### src/rtl/disp_capture.sv
// ----------------------------------------------------------------------------
// disp_capture
//
// Capture side of a four-digit multiplexed 7-segment display. It samples the
// active-low digit selector and the active-low gfedcba segment bus. Once a
// digit has dwelt long enough to be trusted, it decodes the segment pattern
// back to a 4-bit value and rebuilds the four digit registers.
//
// Parameters
//   STABLE_CNT  consecutive identical samples needed to commit (2..255)
//   CNT_W       width of the stability counter (must hold STABLE_CNT)
//
// Ports
//   CLK         system clock, rising edge
//   RESET       asynchronous, active-high reset
//   selector    active-low one-hot digit enables (1111 = blank)
//   dispDigit   active-low segment bus, bit order gfedcba
//   d0..d3      last committed value per digit
//   valid       bit i set once digit i has been committed since reset
//   frame_done  one-cycle pulse when all four digits have committed
//   seg_err     sticky: an unrecognised pattern reached commit
//   sel_err     sticky: selector was neither one-hot-low nor blank
//
// Build option
//   DISP_CAPTURE_DASH_EN  when defined, dash (0111111) decodes to 4'hF as a
//                         valid digit; otherwise a dash is an unrecognised
//                         pattern.
// ----------------------------------------------------------------------------
module disp_capture #(
    parameter int unsigned STABLE_CNT = 16,
    parameter int unsigned CNT_W      = 8
) (
    input  logic       CLK,
    input  logic       RESET,
    input  logic [3:0] selector,
    input  logic [6:0] dispDigit,
    output logic [3:0] d0,
    output logic [3:0] d1,
    output logic [3:0] d2,
    output logic [3:0] d3,
    output logic [3:0] valid,
    output logic       frame_done,
    output logic       seg_err,
    output logic       sel_err
);

    typedef struct packed {
        logic [3:0] sel;
        logic [6:0] seg;
    } sample_t;

    localparam logic [CNT_W-1:0] CNT_MAX    = CNT_W'(STABLE_CNT);
    localparam logic [CNT_W-1:0] CNT_COMMIT = CNT_W'(STABLE_CNT - 1);

    localparam sample_t SAMPLE_RST = '{sel: 4'b1111, seg: 7'b1111111};

    // ------------------------------------------------------------------------
    // Helpers
    // ------------------------------------------------------------------------
    function automatic logic is_onehot_low(input logic [3:0] sel);
        return (sel == 4'b1110) || (sel == 4'b1101) ||
               (sel == 4'b1011) || (sel == 4'b0111);
    endfunction

    function automatic logic [1:0] sel_index(input logic [3:0] sel);
        logic [1:0] idx;
        case (sel)
            4'b1101: idx = 2'd1;
            4'b1011: idx = 2'd2;
            4'b0111: idx = 2'd3;
            default: idx = 2'd0;
        endcase
        return idx;
    endfunction

    // Returns {recognised, value}.
    function automatic logic [4:0] decode(input logic [6:0] seg);
        logic [4:0] dec;
        case (seg)
            7'b1000000: dec = {1'b1, 4'h0};
            7'b1111001: dec = {1'b1, 4'h1};
            7'b0100100: dec = {1'b1, 4'h2};
            7'b0110000: dec = {1'b1, 4'h3};
            7'b0011001: dec = {1'b1, 4'h4};
            7'b0010010: dec = {1'b1, 4'h5};
            7'b0000010: dec = {1'b1, 4'h6};
            7'b1111000: dec = {1'b1, 4'h7};
            7'b0000000: dec = {1'b1, 4'h8};
            7'b0010000: dec = {1'b1, 4'h9};
`ifdef DISP_CAPTURE_DASH_EN
            7'b0111111: dec = {1'b1, 4'hF};
`else
            7'b0111111: dec = 5'b0;
`endif
            default:    dec = 5'b0;
        endcase
        return dec;
    endfunction

    // ------------------------------------------------------------------------
    // State
    // ------------------------------------------------------------------------
    sample_t             s_q, s_d;
    logic [CNT_W-1:0]    cnt_q, cnt_d;
    logic [3:0][3:0]     dig_q, dig_d;
    logic [3:0]          valid_q, valid_d;
    logic [3:0]          mask_q, mask_d;
    logic                frame_done_q, frame_done_d;
    logic                seg_err_q, seg_err_d;
    logic                sel_err_q, sel_err_d;

    sample_t             sample;
    logic                same;
    logic                commit;
    logic [4:0]          dec;
    logic [1:0]          idx;
    logic [3:0]          mask_nxt;

    // ------------------------------------------------------------------------
    // Next-state logic
    // ------------------------------------------------------------------------
    // NOTE: every variable assigned here gets a default first, so no path can
    // leave it unassigned and infer a latch.
    always_comb begin
        sample       = '{sel: selector, seg: dispDigit};
        same         = (sample == s_q);
        dec          = decode(s_q.seg);
        idx          = sel_index(s_q.sel);
        mask_nxt     = mask_q | (4'(1) << idx);

        s_d          = sample;
        cnt_d        = '0;
        dig_d        = dig_q;
        valid_d      = valid_q;
        mask_d       = mask_q;
        frame_done_d = 1'b0;
        seg_err_d    = seg_err_q;
        // Flag the bad selector on the edge that loads it into s_q.
        sel_err_d    = sel_err_q |
                       (!is_onehot_low(sample.sel) && (sample.sel != 4'b1111));

        // Saturating stability counter; any difference restarts the dwell.
        if (same) begin
            cnt_d = (cnt_q == CNT_MAX) ? cnt_q : cnt_q + CNT_W'(1);
        end

        // Fires once per dwell: on the step from STABLE_CNT-1 to STABLE_CNT.
        commit = same && (cnt_q == CNT_COMMIT) && is_onehot_low(s_q.sel);

        if (commit) begin
            if (dec[4]) begin
                dig_d[idx]   = dec[3:0];
                valid_d[idx] = 1'b1;
                if (mask_nxt == 4'b1111) begin
                    frame_done_d = 1'b1;
                    mask_d       = 4'b0000;
                end else begin
                    mask_d       = mask_nxt;
                end
            end else begin
                seg_err_d = 1'b1;
            end
        end
    end

    // ------------------------------------------------------------------------
    // Registers
    // ------------------------------------------------------------------------
    // NOTE: sequential state uses non-blocking assignments so every register
    // samples its pre-edge inputs regardless of statement order.
    always_ff @(posedge CLK or posedge RESET) begin
        if (RESET) begin
            s_q          <= SAMPLE_RST;
            cnt_q        <= '0;
            dig_q        <= '0;
            valid_q      <= '0;
            mask_q       <= '0;
            frame_done_q <= 1'b0;
            seg_err_q    <= 1'b0;
            sel_err_q    <= 1'b0;
        end else begin
            s_q          <= s_d;
            cnt_q        <= cnt_d;
            dig_q        <= dig_d;
            valid_q      <= valid_d;
            mask_q       <= mask_d;
            frame_done_q <= frame_done_d;
            seg_err_q    <= seg_err_d;
            sel_err_q    <= sel_err_d;
        end
    end

    assign d0         = dig_q[0];
    assign d1         = dig_q[1];
    assign d2         = dig_q[2];
    assign d3         = dig_q[3];
    assign valid      = valid_q;
    assign frame_done = frame_done_q;
    assign seg_err    = seg_err_q;
    assign sel_err    = sel_err_q;

endmodule

### config.mk
export PLATFORM = sky130hd
export DESIGN_NAME = disp_capture
export DESIGN_NICKNAME = d
export VERILOG_FILES = /design/src/rtl/disp_capture.sv
export SDC_FILE = /design/constraint.sdc
export NUM_CORES = 1
export LEC_CHECK = 0
export ABC_CLOCK_PERIOD_IN_PS = 6600
export BUFFER_PORTS_ARGS = -buffer_cell sky130_fd_sc_hd__buf_2
export CORE_MARGIN = 2
export CORE_UTILIZATION = 60
export DETAILED_ROUTE_END_ITERATION = 6
export PLACE_DENSITY = 0.84
export SYNTH_ARGS = -nofsm -noshare
export SYNTH_HDL_FRONTEND = slang
export SYNTH_SLANG_ARGS = --single-unit
### constraint.sdc
create_clock -name CLK -period 6.6 [get_ports CLK]
set_clock_uncertainty 0.1 [all_clocks]
set_input_delay 0.33 -clock CLK [delete_from_list [all_inputs] [get_ports CLK]]
set_output_delay 0.33 -clock CLK [all_outputs]
set_load 0.02 [all_outputs]
==> results.yml <==
cells_and_area:
  post-route-util: 0.7032
  final_nets: 241
  final_area_um2: 2594
  drive_gt1_frac: 0.3040
  antenna_cells: 0
  final_cells: 275
  area_growth_pct: 12.30
  fill_cells: 280
global_route:
  grtUsageMet2: 0.3447
  antenna_found_initial: 0
  grt_max_degree: 47
  grt_pass1_vias: 1498
  track_usage: 0.2156
  gr-usage-met1: 0.2931
  use_met3: 0.05622
  grt_overflow: 0
  grt_pass1_wl_um: 7100
  grt_most_used_layer: "met2"
routing:
  ant_nets: 0
  wire_per_inst_um: 15.53
  drt-vias-per-instance: 5.698
  drc: 0
  wl_um: 4271
  routed-via-count: 1567
  drtIter0Drc: 64
  firstDrtPassIters: 4
placement:
  portBuffers: 35
  dpl.cell_count: 267
  gp_congestion: 0.9168
  place_area_um2: 2481
  post-dp-hpwl_um: 3053
clocking:
  clk_pin_slew_ns: 0.09
  cts_tree: "done"
  cts-root-buf: "clkbuf_8"
  clockBufferDepth: 2
  clk_latency_ns: 0.30
  cts-resized-gates: 0
  clock-sinks: 46
  cts_buffers: 5
  cts_hold_buffers: 0
  h-tree-depth: 2
  cts_setup_buffers: 0
synth:
  synth_nets: 209
  synth_edf_count: 0
  synth_async_sr_flop_share: 1.000
  synth_area_um2: 2310
  synth.distinct_cells: 50
  synth-main-ff-cell: "dfrtp_1"
  seq_area_frac_synth: 0.5043
  avgSynthCellArea_um2: 11.91
  syn_inst: 194
  ys_ff_latch: 46
  ys_warn_count: 0
status:
  outcome: "complete, no violations"
die:
  design.die.area_um2: 4362
  initial_core_util: 0.6262
  top_level_ports: 36
  dieHeight_um: 66.05
  rows: 22
  core-area_um2: 3689
  die_width_um: 66.05
pwr:
  p_total_w: 0.0005347
  ir_drop_v: 0.0001574
  power.density_nw_per_um2: 206.2
  leakage_nw: 1.205
critical_path:
  crit_path_cell_trace: "xor2_1, nor4_1, nand3_1, a2111oi_4, mux2_2"
  critPathTopFamily: "simple AND/OR/NAND/NOR gates"
  critical-path-slowest-cell: "a2111oi_4"
  cp_data_required_time_ns: 6.70
  start_kind: "register"
  path_max_fanout: 14
  worstSetupPathType: "reg2reg"
  path_buf_inv: 0
  crit_arrival_ns: 2.96
  end_kind: "register"
  critPathMaxStageDelay_ns: 0.66
sta:
  final.setup.tns_ns: 0
  fin_crit_ns: 2.862
  worstMarginPinSlew_ns: 0.7950
  rsz0062_at_grt: "no"
  setup_viol: 0
  hold_viol_final: 0
  maxSlewHeadroom: 0.4685
  fin_crit_sh: 0.4336
  clock.fmax_ghz: 0.3494
  drv_slew: 0
worst_hold_path:
  hold_path.class: "in2async"
job:
  cap_viol_max_count: 0
cells by family (layout without fill, tap and decap cells):
kind of cell | count (synthesis) | after routing | synth area share
AOI/OAI and AO/OA | 31 | 31 | 0.1419
xor gates and xnor gates | 20 | 20 | 0.07584
adders and majority gates | 3 | 3 | 0.01517
buffers and inverters | 17 | 50 | 0.04062
DFF | 46 | 46 | 0.5043
muxes | 16 | 16 | 0.07801
and+or+nand+nor | 61 | 61 | 0.1441
worst paths after layout:
| path | to | from | slack, ns | depth (start not counted) |
|---|---|---|---|---|
| setup / recovery | d3[3] | s_q[9] | 3.74 | 5 |
| hold reg to reg | valid[3] | valid[3] | 0.37 | 1 |
| setup reg to reg | d3[3] | s_q[9] | 3.74 | 5 |
| min in group CLK | s_q[1] | dispDigit[1] | 0.04 | 1 |
| max in group asynchronous | s_q[0] | RESET | 5.98 | 3 |
| hold / removal | valid[2] | RESET | 0.04 | 3 |
cell usage after synthesis (all sizes together), types with 2 or more instances:
cell | n | share of area
nand2 | 8 | 0.013
nor4 | 2 | 0.0054
nor2 | 19 | 0.031
nor4b | 2 | 0.0076
a21oi | 8 | 0.017
and3b | 2 | 0.0076
nand3 | 5 | 0.011
dfrtp | 35 | 0.38
nand4 | 3 | 0.0081
or2 | 6 | 0.016
a2111oi | 6 | 0.058
buf | 9 | 0.027
a21o | 3 | 0.0098
clkbuf | 2 | 0.0038
nor3 | 3 | 0.0065
xnor2 | 4 | 0.015
xor2 | 16 | 0.061
a2bb2oi | 4 | 0.015
inv | 6 | 0.0098
nand4b | 2 | 0.0076
dfstp | 11 | 0.13
mux2 | 16 | 0.078
ha | 2 | 0.011
through the flow:
| step | hold WS, ns | worst slack [ns] |
|---|---|---|
| after CTS | 0.03239 | 3.691 |
| after global placement | 0.3442 | 3.748 |
| after global routing | 0.02331 | 3.553 |
| after detailed placement | 0.3478 | 3.754 |
| after floorplan | 0.2345 | 4.233 |
| final | 0.03800 | 3.738 |
cell type report:
cell class	instances	area (um^2)	area share
clock buffer	5	68.82	0.02653
clock inverter	3	43.79	0.01688
inverter	6	22.52	0.008683
multi-input combinational	131	1051	0.4052
sequential	46	1165	0.4491
tap	48	60.06	0.02315
timing repair buffer	36	182.7	0.07043
report_power, final:
part | leakage, nW | internal [W] | switching, W | total [W]
Sequential | 0.600 | 0.000288 | 0.00000898 | 0.000297
Clock | 0.0585 | 0.000113 | 0.0000937 | 0.000207
Combinational | 0.546 | 0.0000127 | 0.0000178 | 0.0000304
Total | 1.20 | 0.000414 | 0.000120 | 0.000535
layer usage:
metal,routed length [um],vias to the layer above,part of all wire
met3,172,9,0.040
met4,61,0,0.014
li1,-,745,-
met5,0,-,0
met1,1943,778,0.45
met2,2093,35,0.49
worst reg2reg max path: stages (launching register included):
cell and delay (ns):
dfstp_2 0.63, xor2_1 0.10, nor4_1 0.28, nand3_1 0.59, a2111oi_4 0.66, mux2_2 0.40
placed cells by master (no fill, tap or decap), drive strengths merged, types with 2 or more instances in the layout:
| cell | n |
|---|---|
| or2 | 6 |
| nand3 | 5 |
| a21o | 3 |
| nor2 | 19 |
| dfstp | 11 |
| a2bb2oi | 4 |
| inv | 6 |
| clkinv | 2 |
| and3b | 2 |
| xnor2 | 4 |
| mux2 | 16 |
| nor4 | 2 |
| nor4b | 2 |
| nand2 | 8 |
| nand4 | 3 |
| nor3 | 3 |
| a21oi | 8 |
| nand4b | 2 |
| clkbuf | 5 |
| dfrtp | 35 |
| ha | 2 |
| buf | 36 |
| xor2 | 16 |
| a2111oi | 6 |
flip-flops by register name, indices dropped and copies added (netlist names):
| register | count |
|---|---|
| seg_err | 1 |
| d1 | 4 |
| d0 | 4 |
| cnt_q | 8 |
| mask_q | 4 |
| valid | 4 |
| d2 | 4 |
| d3 | 4 |
| sel_err | 1 |
| s_q | 11 |
| frame_done | 1 |
No activity file was read; power rests on OpenSTA's default activity.
